$ cat src/rtl/capture_buffer_scheduler_pkg.sv
// rtl/capture_buffer_scheduler_pkg.sv - shared state encoding and default widths
package capture_buffer_scheduler_pkg;

  localparam int DEFAULT_ADDR_WIDTH = 13;
  localparam int DEFAULT_DATA_WIDTH = 16;

  typedef enum logic [1:0] {
    IDLE     = 2'd0,
    CAPTURE  = 2'd1,
    DRAIN    = 2'd2,
    OVERFLOW = 2'd3
  } state_t;

endpackage

$ cat src/rtl/capture_buffer_scheduler_bank_arbiter.sv
// rtl/capture_buffer_scheduler_bank_arbiter.sv - ping-pong bank ownership between writer and reader
module capture_buffer_scheduler_bank_arbiter (
  input  logic clock,
  input  logic reset,
  input  logic clear,
  input  logic bank_fill_event,
  input  logic fill_bank,
  input  logic write_bank,
  input  logic read_request,
  input  logic read_done,
  output logic other_bank_free,
  output logic read_grant,
  output logic read_bank,
  output logic buffer_ready,
  output logic any_full
);

  logic [1:0] bank_full;
  logic       read_pointer;
  logic       release_bank;

  assign release_bank = read_grant && read_done;
  // The pointer is frozen while granted, so it doubles as the granted bank index.
  assign read_bank    = read_pointer;
  assign buffer_ready = bank_full[read_pointer] && !read_grant;
  assign any_full     = |bank_full;
  // A release of the other bank in this very cycle already counts as free.
  assign other_bank_free = !bank_full[~write_bank] ||
                           (release_bank && (read_pointer != write_bank));

  always_ff @(posedge clock or posedge reset) begin
    if (reset) begin
      bank_full    <= 2'b00;
      read_pointer <= 1'b0;
      read_grant   <= 1'b0;
    end else if (clear) begin
      bank_full    <= 2'b00;
      read_pointer <= 1'b0;
      read_grant   <= 1'b0;
    end else begin
      if (release_bank) begin
        bank_full[read_pointer] <= 1'b0;
        read_grant              <= 1'b0;
        read_pointer            <= ~read_pointer;
      end else if (!read_grant && read_request && bank_full[read_pointer]) begin
        read_grant <= 1'b1;
      end
      if (bank_fill_event) begin
        bank_full[fill_bank] <= 1'b1;
      end
    end
  end

endmodule

$ cat src/rtl/capture_buffer_scheduler.sv
// rtl/capture_buffer_scheduler.sv - capture FSM and write datapath feeding a two-bank sample buffer
module capture_buffer_scheduler
  import capture_buffer_scheduler_pkg::*;
#(
  parameter int ADDR_WIDTH = DEFAULT_ADDR_WIDTH,
  parameter int DATA_WIDTH = DEFAULT_DATA_WIDTH
) (
  input  logic                  clock,
  input  logic                  reset,
  input  logic                  collectData,
  input  logic [DATA_WIDTH-1:0] sampleIn,
  input  logic                  readRequest,
  input  logic                  readDone,
  output logic                  bufferWriteEnable,
  output logic [ADDR_WIDTH:0]   bufferWriteAddress,
  output logic [DATA_WIDTH-1:0] bufferWriteData,
  output logic                  readGrant,
  output logic                  readBank,
  output logic                  bufferReady,
  output logic                  overflowFlag,
  output logic                  captureActive
);

  localparam logic [ADDR_WIDTH-1:0] LAST_ADDR = '1;

  state_t                state;
  state_t                next_state;
  logic                  write_bank;
  logic [ADDR_WIDTH-1:0] write_addr;
  logic                  write_issue;
  logic                  start_capture;
  logic                  bank_end;
  logic                  other_bank_free;
  logic                  any_full;
  logic                  fill_event;
  logic                  overflow_q;

  assign bank_end     = (write_addr == LAST_ADDR);
  // A bank counts as full once its last word has actually reached the RAM.
  assign fill_event   = bufferWriteEnable && (bufferWriteAddress[ADDR_WIDTH-1:0] == LAST_ADDR);
  assign overflowFlag = overflow_q;

  always_ff @(posedge clock or posedge reset) begin
    if (reset) state <= IDLE;
    else       state <= next_state;
  end

  always_comb begin
    next_state = state;
    case (state)
      IDLE:     if (collectData) next_state = CAPTURE;
      CAPTURE: begin
        if (!collectData)                     next_state = DRAIN;
        else if (bank_end && !other_bank_free) next_state = OVERFLOW;
      end
      DRAIN:    if (!any_full && !readGrant && !bufferWriteEnable) next_state = IDLE;
      OVERFLOW: if (!collectData && !any_full && !readGrant) next_state = IDLE;
      default:  next_state = IDLE;
    endcase
  end

  always_comb begin
    captureActive = (state == CAPTURE);
    write_issue   = (state == CAPTURE) && collectData;
    start_capture = (state == IDLE) && collectData;
  end

  always_ff @(posedge clock or posedge reset) begin
    if (reset) begin
      write_bank         <= 1'b0;
      write_addr         <= '0;
      bufferWriteEnable  <= 1'b0;
      bufferWriteAddress <= '0;
      bufferWriteData    <= '0;
      overflow_q         <= 1'b0;
    end else begin
      bufferWriteEnable <= write_issue;
      if (write_issue) begin
        bufferWriteAddress <= {write_bank, write_addr};
        bufferWriteData    <= sampleIn;
        write_addr         <= write_addr + ADDR_WIDTH'(1);
        if (bank_end && other_bank_free) write_bank <= ~write_bank;
      end
      if (start_capture) begin
        write_bank <= 1'b0;
        write_addr <= '0;
        overflow_q <= 1'b0;
      end else if (write_issue && bank_end && !other_bank_free) begin
        overflow_q <= 1'b1;
      end
    end
  end

  capture_buffer_scheduler_bank_arbiter u_bank_arbiter (
    .clock           (clock),
    .reset           (reset),
    .clear           (start_capture),
    .bank_fill_event (fill_event),
    .fill_bank       (bufferWriteAddress[ADDR_WIDTH]),
    .write_bank      (write_bank),
    .read_request    (readRequest),
    .read_done       (readDone),
    .other_bank_free (other_bank_free),
    .read_grant      (readGrant),
    .read_bank       (readBank),
    .buffer_ready    (bufferReady),
    .any_full        (any_full)
  );

endmodule

$ cat config.mk
export PLATFORM = sky130hd
export DESIGN_NAME = capture_buffer_scheduler
export DESIGN_NICKNAME = d
export VERILOG_FILES = /design/src/rtl/capture_buffer_scheduler_pkg.sv /design/src/rtl/capture_buffer_scheduler_bank_arbiter.sv /design/src/rtl/capture_buffer_scheduler.sv
export SDC_FILE = /design/constraint.sdc
export NUM_CORES = 1
export LEC_CHECK = 0
export ABC_CLOCK_PERIOD_IN_PS = 3900
export CORE_MARGIN = 2
export CORE_UTILIZATION = 30
export CTS_BUF_LIST = sky130_fd_sc_hd__clkbuf_16
export DETAILED_ROUTE_END_ITERATION = 8
export HOLD_SLACK_MARGIN = 0.1
export PLACE_DENSITY_LB_ADDON = 0.08
export SKIP_LAST_GASP = 1
export SLEW_MARGIN = 20
export SYNTH_ARGS = -nofsm -noshare
export SYNTH_HDL_FRONTEND = slang
export SYNTH_SLANG_ARGS = --single-unit
export TNS_END_PERCENT = 20
$ cat constraint.sdc
create_clock -name clock -period 3.9 [get_ports clock]
set_input_delay 0.78 -clock clock [delete_from_list [all_inputs] [get_ports clock]]
set_output_delay 0.78 -clock clock [all_outputs]
set_load 0.01 [all_outputs]
# --- Word level (Yosys, flattened, before mapping) ---
# Index checks and enable logic that the tools add are counted.
op_classes:
  addsub: 1
  magnitude_cmp: 5
  eq_ne: 10
  muxes: 30
  n_bitwise: 5
  n_reduce_logical: 34
ops:
  columns: ["cell", "n"]
  rows:
  - ["13-bit equality test (second input constant)", 2]
  - ["13-bit two-way mux", 2]
  - ["1-bit logical AND", 18]
  - ["2-bit two-way mux", 9]
  - ["1-bit two-way mux", 16]
  - ["13-bit by 1-bit adder with 13-bit output (second input constant)", 1]
  - ["2-bit one-hot mux with 4 select lines", 1]
  - ["2-bit nonzero test", 4]
  - ["1-bit zero test", 6]
  - ["1-bit by 2-bit < comparator with 1-bit output (second input constant)", 3]
  - ["2-bit inequality test (second input constant)", 3]
  - ["2-bit equality test (second input constant)", 2]
  - ["4-bit AND reduction", 1]
  - ["3-bit by 2-bit inequality test with 1-bit output (second input constant)", 1]
  - ["3-bit nonzero test", 1]
  - ["2-bit AND", 1]
  - ["1-bit demux with 1-bit select", 2]
  - ["2-bit by 1-bit equality test with 1-bit output (second input constant)", 1]
  - ["1-bit greater-or-equal comparator (second input constant)", 2]
  - ["2-bit zero test", 1]
  - ["1-bit inverter", 2]
  - ["2-bit inverter", 1]
  - ["2-bit OR", 1]
  - ["2-bit AND reduction", 1]
  - ["other kinds (3)", 3]
totals:
  register_bits: 52
  inputBits: 21
  out_inout_bits: 36
  word_cells: 95

# --- Depth between registers and ports, before layout ---
# Gate-level depths: netlist of the first run.
logic_depth:
  ltp_word: 11
  mapped_depth: 6
  ltp_nobuf: 5

# --- Modules after synthesis ---
# A second synthesis of the first run with hierarchy kept.
unflattened:
  hier_cells: 260
  hier_area_um2: 2327.2
by_module_without_submodules:
  columns: ["mod", "n_inst", "cells_per_inst", "area_per_inst_um2", "seq_area_each_um2"]
  rows:
  - ["capture_buffer_scheduler", 1, 236, 2095.8, 1201.2]
  - ["capture_buffer_scheduler_bank_arbiter", 1, 24, 231.5, 100.1]

# --- Worst setup path after synthesis of the first run ---
# OpenSTA, ideal clock, no wires.
synth_path:
  kind: "input port to flip-flop"
  startpoint: "input collectData"
  endpoint: "register write_addr[10]"
  setup_time_ps: 140
  t_arrival_ps: 1729
  required_time_ps: 3760
  slack_ps: 2031
  stages: 5
  n_path_buf: 1
  cell_sequence: "nand3b_1 > or2_0 > clkbuf_1 > o311ai_0 > o41ai_1"
synth_via:
  elab_chain_cells: 2
  elab_cells_between_ends: 4
  classes_between: "mux: 1; reduce/logical: 3"
synth_rtl:
  columns: ["element", "line", "rtl"]
  rows:
  - ["start: declaration", "capture_buffer_scheduler.sv:10", "input logic collectData,"]
  - ["1-bit logical AND, on equally long branches", "capture_buffer_scheduler.sv:65, capture_buffer_scheduler.sv:64", null]
  - ["13-bit two-way mux / 2-bit nonzero test (equally long branches)", null, null]
  - ["end signal: assignment", "capture_buffer_scheduler.sv:81", "write_addr <= write_addr + ADDR_WIDTH'(1);"]
  - ["end: declaration", "capture_buffer_scheduler.sv:29", "logic [ADDR_WIDTH-1:0] write_addr;"]
# Parallel ways exist; a longest one is shown, timed or not.
# A chain may end at the register's enable or synchronous reset.

# --- Worst setup path after layout of the first run ---
layout_path:
  startpoint: "register state[0]"
  endpoint: "output captureActive"
layout_via:
  elab_chain_cells: 1
layout_rtl:
  columns: ["element", "line", "rtl"]
  rows:
  - ["start: declaration", "capture_buffer_scheduler.sv:26", "state_t state;"]
  - ["start signal: assignment", "capture_buffer_scheduler.sv:45", "else state <= next_state;"]
  - ["2-bit by 1-bit equality test with 1-bit output", "capture_buffer_scheduler.sv:63", "captureActive = (state == CAPTURE);"]
  - ["end: declaration", "capture_buffer_scheduler.sv:21", "output logic captureActive"]
# Every way passes these cells.

==> impl_metrics.json, run 1 <==
{
  "clockRootBuffer": "clkbuf_16",
  "grt_pass1_wl_um": 9570,
  "ant_nets": 0,
  "grt_max_degree": 41,
  "rows": 31,
  "antenna_found_initial": 0,
  "synth_edf_count": 0,
  "post_cts_buffers": 0,
  "worst_r2r_path_depth": 5,
  "status": "finished, final reports clean",
  "yosysUniqueCellTypes": 40,
  "synth-main-ff-cell": "dfrtp_1",
  "crit_family": "buffers and inverters",
  "whs_path_depth": 2,
  "layout.nets": 323,
  "combPwrFrac_pct": 24.5,
  "cpMaxStageDelayCell": "dfrtp_1",
  "cts_resized": 0,
  "multi_input_area_sq_um": 894.6,
  "nFillCells": 778,
  "period_needed_ps": 2399,
  "max_freq_ghz": 0.4168,
  "syn-cell-area_sq_um": 2276,
  "fin_skew_ps": 3.704,
  "syn_inst": 246,
  "worst_ep_arrival_time_ps": 1620,
  "routedWlPerCell_um": 14.21,
  "numCtsBuffers": 5,
  "total_leakage_power_nw": 1.413,
  "syn2layout_area_growth_pct": 34.41,
  "ys_ff_latch": 52,
  "die-area_sq_um": 8299,
  "crit_required_ps": 3120,
  "hold_violations": 0,
  "register_area_sq_um": 1301,
  "hold_path.class": "register to register",
  "clk_pin_slew_worst_paths_ps": 60,
  "total_power_mw": 1.509,
  "path_depth": 3,
  "gp_congestion": 0.7688,
  "grt_setup_unrepaired": "false",
  "die_h_um": 91.10,
  "irDropWorstVdd_mv": 0.2176,
  "core_sq_um": 7292,
  "drtIter0Drc": 75,
  "drc_errors": 0,
  "dp_hpwl_um": 4008,
  "cp_max_fo": 11,
  "h-tree-depth": 2,
  "dieWidth_um": 91.10,
  "hold_buffers": 0,
  "criticalPathCategory": "register to output pin",
  "critPathLaunchType": "register",
  "num_vias": 1888,
  "clk_latency_ps": 290,
  "finalSetupViolations": 0,
  "syn-num-nets": 268,
  "num_antenna_cells": 0,
  "setup_tns_ps": 0,
  "avgSynthCellArea_sq_um": 9.252,
  "critical-path-max-stage-delay_ps": 540,
  "holdWs_ps": 475.5,
  "period_share_pct": 61.52,
  "grt_pass1_vias": 1884,
  "start_util_pct": 31.21,
  "power_frac_seq_pct": 48.0,
  "cts.sinks": 52,
  "crit_buf_inv": 2,
  "overflow": 0,
  "worst_pin_slew_ps": 587.9,
  "synth-async-reset-ratio_pct": 100.0,
  "yosys_warnings": 0,
  "io_buffers": 56,
  "p_sw_share_pct": 28.89,
  "end_kind": "output pin",
  "grt_use_total_pct": 14.55,
  "first_pass_iters": 4,
  "clkPwrFrac_pct": 27.5,
  "p_sw_uw": 436.1,
  "drive_gt1_share_pct": 4.651,
  "power_density_nw_per_um2": 493.4,
  "cts_buffer_depth": 2,
  "ios": 57,
  "cts_tree": "built",
  "maxCapViolCount": 0,
  "cp_cell_sequence": "inv_1, nor2_1, clkdlybuf4s50_1",
  "vias_per_cell": 4.720,
  "p_int_mw": 1.073,
  "drv_slew": 0,
  "seq_area_frac_synth_pct": 57.17,
  "drt_wl_total_um": 5683,
  "relSlewSlack_pct": 60.66
}
## synth_stat cells, types with 2 or more instances
cell	n	area share (%)
nand2_1	96	16
dfrtp_1	52	57
nor2_1	10	1.6
nand3_1	8	1.8
a21oi_1	7	1.5
o21ai_0	7	1.5
clkbuf_1	6	0.99
inv_1	5	0.82
nand4_1	5	1.4
nor4_1	5	1.4
mux2i_1	4	1.8
nand2b_1	3	0.82
a31oi_1	2	0.55
buf_4	2	0.66
nor2b_1	2	0.55
nor3_1	2	0.44
o211ai_1	2	0.66
o311ai_0	2	0.77
o31ai_1	2	0.66
o41ai_1	2	0.77
xnor2_1	2	0.77
xor2_1	2	0.77
## sequential cells by signal (all words and copies together), names as in the netlist
name	cells
bufferWriteAddress	14
bufferWriteData	16
bufferWriteEnable	1
overflowFlag	1
state	2
u_bank_arbiter.bank_full	2
u_bank_arbiter.read_bank	1
u_bank_arbiter.read_grant	1
write_addr	13
write_bank	1
## layer usage
| metal | wire length [um] | vias up | global-route usage [%] |
|---|---|---|---|
| li1 | - | 933 | - |
| met1 | 2689 | 913 | 19.19 |
| met2 | 2728 | 37 | 23.95 |
| met3 | 201 | 5 | 3.568 |
| met4 | 64 | 0 | 3.788 |
| met5 | 0 | - | 0 |
## kinds of logic (layout without fill, tap and decap cells)
group / Yosys count / after routing / share of synthesized area (%)
AND/OR/NAND/NOR: 137 / 137 / 26.44
flip-flops: 52 / 52 / 57.17
AO/OA/AOI/OAI: 31 / 31 / 9.016
buffers and inverters: 17 / 72 / 3.518
XOR/XNOR: 4 / 4 / 1.540
multiplexers: 4 / 4 / 1.759
adder cells (fa/ha/maj): 1 / 1 / 0.5497
## power by group through the flow
stage	Clock (mW)	Sequential (mW)	Combinational [mW]
floorplan	0	0.748	0.132
global placement	0	0.737	0.375
detailed placement	0	0.735	0.377
CTS	0.431	0.726	0.380
global route	0.458	0.741	0.408
finish	0.415	0.724	0.370
## worst register-to-register path: stages, from the launching register on
cell,delay [ps]
dfrtp_1,420
ha_1,240
nand4_1,150
or4_4,460
o211a_1,220
a211o_1,260
## through the flow
stage | util, % | setup slack (ps) | cells | area [sq um]
2_1_floorplan | - | 1862 | 246 | 2276
3_3_place_gp | 40.12 | 1449 | 393 | 2925
3_5_place_dp | 40.12 | 1413 | 393 | 2925
4_1_cts | 41.95 | 1478 | 400 | 3059
5_1_grt | 41.95 | 1413 | 400 | 3059
6_report | 41.95 | 1501 | 400 | 3059
## layout make-up
class,count,area share [%]
clock buffers,5,4.090
repair buffers,59,19.06
multi-input cells,177,29.24
flip-flops and latches,52,42.54
well taps,99,4.049
clock inverters,2,0.2863
inverters,6,0.7362
## worst paths after layout
kind,slack [ps],start,endpoint
max,1500,state[0],captureActive
min,480,bufferWriteData[10],bufferWriteData[10]
max reg2reg,2050,write_addr[0],write_bank
min reg2reg,480,bufferWriteData[10],bufferWriteData[10]
max in group asynchronous,2540,reset,bufferWriteData[6]
min in group asynchronous,760,reset,bufferWriteData[2]
## cell usage in the layout (no fill, tap or decap), types with 7 or more instances in the layout
master,Yosys,final
nand2_1,96,96
nor2_1,10,10
nand3_1,8,8
a21oi_1,7,7
clkdlybuf4s50_1,0,56
o21ai_0,7,7
dfrtp_1,52,52
Note: power is estimated with default switching activity, not from simulation.
==> inputs of run 2 (changes only) <==
Settings changed: ABC_CLOCK_PERIOD_IN_PS 3900 to 2200.
Clock period 3.9 ns to 2.2 ns, I/O delays scaled along.
==> run 2 against run 1 <==
Compared with the run above: critical path depth is the same; critical endpoint is now bufferReady; non-clock buffer count is 5 higher; design area rose by 2.6%; highest routed layer unchanged; sequential share of layout area shrank 1.1 points; sequential cell count did not move; count of clock-buffer cells in the layout did not move; global-route usage down 0.52 points; first-iteration DRC count is 19% lower; clock power up 110%; clock skew is 1.4 ps higher; hold slack worse by 3.5 ps; die area did not move; critical path type unchanged.
==> impl_metrics.json, run 2 (synthesis results as in run 1) <==
{
  "grt_pass1_vias": 1844,
  "pre_cts_slack_ps": 191.4,
  "postLayoutSetupSlackWorst_ps": 171.8,
  "drtIter0Drc": 61,
  "cts_resized": 0,
  "nFillCells": 761,
  "num_vias": 1881,
  "io_buffers": 56,
  "cp_max_fo": 6,
  "end_kind": "output pin",
  "ant_nets": 0,
  "holdWs_ps": 472.0,
  "period_needed_ps": 2028,
  "placedCellCount": 398,
  "relSlewSlack_pct": 53.21,
  "status": "finished, final reports clean",
  "crit_family": "buffers and inverters",
  "register_area_sq_um": 1301,
  "num_antenna_cells": 0,
  "criticalPathCategory": "register to output pin",
  "startpoint": "u_bank_arbiter.read_bank",
  "grt_use_total_pct": 14.03,
  "cpMaxStageDelayCell": "clkdlybuf4s50_1",
  "regMostFlops": "bufferWriteData",
  "drive_gt1_share_pct": 6.515,
  "multi_input_area_sq_um": 894.6,
  "max_freq_ghz": 0.4930,
  "total_leakage_power_nw": 1.456,
  "crit_buf_inv": 1,
  "worst_pin_slew_ps": 695.4,
  "antenna_found_initial": 0,
  "layout.nets": 328,
  "dieWidth_um": 91.10,
  "numCtsBuffers": 5,
  "reg2reg_from": "write_addr[0]",
  "fin_skew_ps": 5.059,
  "reg.largest.list": "bufferWriteData x16, bufferWriteAddress x14, write_addr x13",
  "syn2layout_area_growth_pct": 37.93,
  "cts.sinks": 52,
  "clk_latency_ps": 290,
  "first_pass_iters": 4,
  "fin_area_sq_um": 3139,
  "core_sq_um": 7292,
  "vias_per_cell": 4.633,
  "crit_required_ps": 1760,
  "post_cts_buffers": 0,
  "worst_ep_arrival_time_ps": 1590,
  "maxCapViolCount": 0,
  "critPathLaunchType": "register",
  "ios": 57,
  "grt_max_degree": 53,
  "hold_path.class": "register to register",
  "irDropWorstVdd_mv": 0.3107,
  "clockRootBuffer": "clkbuf_16",
  "grt_pass1_wl_um": 9294,
  "setup_tns_ps": 0,
  "power_density_nw_per_um2": 894.3,
  "finalSetupViolations": 0,
  "period_share_pct": 92.19,
  "drc_errors": 0,
  "final_common_cell": "nand2_1",
  "die-area_sq_um": 8299,
  "drv_slew": 0,
  "gp_congestion": 0.7018,
  "h-tree-depth": 2,
  "grt_setup_unrepaired": "false",
  "cts_buffer_depth": 2,
  "cp_cell_sequence": "mux2i_1, nor2_1, clkdlybuf4s50_1",
  "mostFrequentLayoutCells": "nand2_1, clkdlybuf4s50_1, dfrtp_1",
  "hold_start": "bufferWriteData[1]",
  "clk_pin_slew_worst_paths_ps": 70,
  "rows": 31,
  "hold_violations": 0,
  "dp_hpwl_um": 3835,
  "routedWlPerCell_um": 13.40,
  "placed_area_sq_um": 2975,
  "start_util_pct": 31.21,
  "die_h_um": 91.10,
  "overflow": 0,
  "largest_reg_flops": 16,
  "cts_tree": "built",
  "drt_wl_total_um": 5442,
  "fin_cells": 406,
  "critical-path-max-stage-delay_ps": 560,
  "hold_buffers": 0
}
==> run 2: path summary, 6_finish.rpt <==
path,slack [ps],endpoint,depth (start not counted)
max,170,bufferReady,3
min,470,bufferWriteData[1],2
max reg2reg,330,write_bank,5
min reg2reg,470,bufferWriteData[1],2
max in group asynchronous,1430,bufferWriteData[6],3
min in group asynchronous,510,bufferWriteData[2],3
==> run 2: per-stage QoR <==
| step | total power, mW | utilization (%) |
|---|---|---|
| after floorplan | 1.561 | - |
| after global placement | 1.975 | 40.80 |
| after detailed placement | 1.983 | 40.80 |
| after CTS | 2.871 | 43.05 |
| after global routing | 2.993 | 43.05 |
| final | 2.808 | 43.05 |
==> run 2: per-layer routing <==
| layer | wire length [um] | track usage (%) | vias to the layer above |
|---|---|---|---|
| li1 | - | - | 950 |
| met1 | 2483 | 17.92 | 887 |
| met2 | 2633 | 23.27 | 35 |
| met3 | 227 | 3.485 | 9 |
| met4 | 97 | 4.672 | 0 |
| met5 | 0 | 0 | - |
==> run 2: area by class of cell <==
| cell class | count | share of cell area, % |
|---|---|---|
| clock buffers | 5 | 3.986 |
| clock inverters | 3 | 1.236 |
| inverters | 6 | 0.7174 |
| multi-input cells | 177 | 28.50 |
| flip-flops and latches | 52 | 41.45 |
| well taps | 99 | 3.946 |
| repair buffers | 64 | 20.17 |
==> run 2: power breakdown <==
| group | switching [mW] | total, mW | internal [mW] |
|---|---|---|---|
| Combinational | 0.298 | 0.673 | 0.374 |
| Clock | 0.331 | 0.862 | 0.531 |
| Sequential | 0.142 | 1.27 | 1.13 |
==> run 2: worst register-to-register path, cell delays in order, from the launching register on <==
cell     delay [ps]
dfrtp_1         440
ha_1            240
nand4_1         150
or4_4           460
o211a_1         220
a211o_1         260
==> inputs of run 3 (changes only) <==
Settings changed: CORE_UTILIZATION 30 to 44, SYNTH_HIERARCHICAL set to 1.
==> run 3 against run 2 <==
Compared with the run above: critical path depth unchanged; fmax grew 4.1%; combinational power is 98% higher; setup slack improved by 80 ps; hold slack got worse by 98 ps; synthesized area is 2.3% higher; sequential power up 17%; non-clock buffer count up 4; routed wire length grew 0.68%; die area shrank 29%; critical path type unchanged; largest power group unchanged.
==> impl_metrics.json, run 3 <==
{
  "status": "finished, final reports clean",
  "clk_pin_slew_worst_paths_ps": 70,
  "vias_per_cell": 5.098,
  "hold_violations": 0,
  "synth_edf_count": 0,
  "h-tree-depth": 2,
  "cts_tree": "built",
  "syn-num-nets": 282,
  "grt_use_total_pct": 20.26,
  "num_antenna_cells": 0,
  "first_pass_iters": 4,
  "ios": 57,
  "yosys-top-cells-area": "dfrtp_1, nand2_1, o21ai_0",
  "criticalPathCategory": "register to output pin",
  "seq_area_frac_synth_pct": 55.91,
  "synth-main-ff-cell": "dfrtp_1",
  "worst_pin_slew_ps": 472.4,
  "end_kind": "output pin",
  "routedWlPerCell_um": 13.84,
  "r2r-end": "state[1]",
  "clockRootBuffer": "clkbuf_16",
  "period_share_pct": 88.57,
  "worst_ep_arrival_time_ps": 1510,
  "hold_path.class": "input port to asynchronous set/reset pin",
  "drive_gt1_share_pct": 8.589,
  "die-area_sq_um": 5887,
  "max_freq_ghz": 0.5132,
  "io_buffers": 56,
  "syn-cell-area_sq_um": 2327,
  "startpoint": "u_bank_arbiter/read_bank",
  "setup_tns_ps": 0,
  "grt_max_degree": 24,
  "hold_buffers": 0,
  "syn2layout_area_growth_pct": 35.65,
  "clk_latency_ps": 290,
  "critPathLaunchType": "register",
  "cts.sinks": 52,
  "synthTopCellsByCount": "nand2_1, dfrtp_1, o21ai_0, inv_1, nand3_1",
  "drt_wl_total_um": 5479,
  "grt_pass1_vias": 1974,
  "critical-path-max-stage-delay_ps": 540,
  "drc_errors": 0,
  "maxCapViolCount": 0,
  "overflow": 0,
  "power_density_nw_per_um2": 1137,
  "drv_slew": 0,
  "syn_inst": 260,
  "post_cts_buffers": 0,
  "rrSetupSlack_ps": 510,
  "start_util_pct": 45.57,
  "ys_ff_latch": 52,
  "period_needed_ps": 1949,
  "regMostFlops": "bufferWriteData",
  "grt_setup_unrepaired": "false",
  "placed_area_sq_um": 3012,
  "reg2reg_from": "write_addr[0]",
  "die_h_um": 76.73,
  "crit_required_ps": 1760,
  "largest_reg_flops": 16,
  "cts_buffer_depth": 2,
  "drtIter0Drc": 86,
  "holdWs_ps": 373.6,
  "rows": 26,
  "fin_area_sq_um": 3157,
  "synth_most_common_cell": "nand2_1",
  "grt_pass1_wl_um": 9604,
  "worst_r2r_path_depth": 5,
  "ant_nets": 0,
  "cp_cell_sequence": "mux2i_1, nor2_1, clkdlybuf4s50_1",
  "cpMaxStageDelayCell": "clkdlybuf4s50_1",
  "cts_resized": 0,
  "final_common_cell": "nand2_1",
  "yosysTopAreaCellShare_pct": 55.91,
  "yosys.area.top_type": "dfrtp_1",
  "gp_congestion": 0.7846,
  "mostFrequentLayoutCells": "nand2_1, clkdlybuf4s50_1, dfrtp_1",
  "total_leakage_power_nw": 1.467,
  "fin_skew_ps": 8.774,
  "core_sq_um": 5107,
  "dieWidth_um": 76.73,
  "relSlewSlack_pct": 68.21,
  "endpoint": "bufferReady",
  "num_vias": 2019,
  "layout.nets": 347,
  "synth-async-reset-ratio_pct": 100.0,
  "avgSynthCellArea_sq_um": 8.951,
  "cp_max_fo": 6,
  "reg.largest.list": "bufferWriteData x16, bufferWriteAddress x14, write_addr x13",
  "numCtsBuffers": 5,
  "yosys_warnings": 6,
  "finalSetupViolations": 0,
  "yosysUniqueCellTypes": 42,
  "irDropWorstVdd_mv": 0.5597,
  "dp_hpwl_um": 3979,
  "antenna_found_initial": 0
}
[run 3: changes by cell type in the layout (fill, tap and decap cells not counted), sizes merged, moves of 3 or more]
cell,change
inv,+3
nor2,-6
nand2,+11
buf,+4
o21ai,+4
[run 3: worst min path at each step]
stage	startpoint	endpoint	slack (ps)
after floorplan	reset	u_bank_arbiter/bank_full[0]	210
after global placement	bufferWriteData[4]	bufferWriteData[4]	460
after detailed placement	bufferWriteData[5]	bufferWriteData[5]	460
after CTS	reset	u_bank_arbiter/read_grant	380
after global routing	reset	u_bank_arbiter/read_grant	400
final	reset	u_bank_arbiter/bank_full[0]	370
[run 3: critical path, delay by kind of cell, from the launching register on]
family	cells	cell delay, ps
mux	1	160
flops	1	440
simple gates	1	90
buf+inv	1	540
[run 3: cells by family after synthesis]
group	Yosys count	share of synthesized area, %
flops	52	55.91
buf+inv	20	3.924
mux	2	0.8602
compound gates	34	9.785
simple gates	151	28.98
fa+ha+maj	1	0.5375
[run 3: area by class of cell]
class                      count  area, sq um
clock buffer                   5        125.1
clock inverter                 3        20.02
fill                         445         1951
inverter                      10        37.54
multi-input combinational    188        934.6
sequential                    52         1301
tap                           70        87.58
timing repair buffer          68        650.6
[run 3: metal layers]
layer	routed length (um)	vias to the layer above	share of wire, %	track usage [%]
li1	-	1003	-	-
met1	2578	959	47	28.35
met4	40	0	0.73	4.909
met2	2614	51	48	32.37
met5	0	-	0	0
met3	247	6	4.5	4.353
[run 3: stage by stage]
step	power, mW	utilization (%)	setup WS (ps)	instances
2_1_floorplan	2.119	-	579.2	260
3_3_place_gp	2.820	58.97	261.5	388
3_5_place_dp	2.840	58.97	225.6	388
4_1_cts	3.614	61.81	242.5	396
5_1_grt	3.842	61.81	164.8	396
6_report	3.588	61.81	251.4	396
[run 3: power by group]
group	total [mW]	switching (mW)	internal, mW	leakage, nW
logic	1.33	0.625	0.705	0.728
clock network	0.773	0.353	0.420	0.0712
registers	1.48	0.249	1.23	0.668
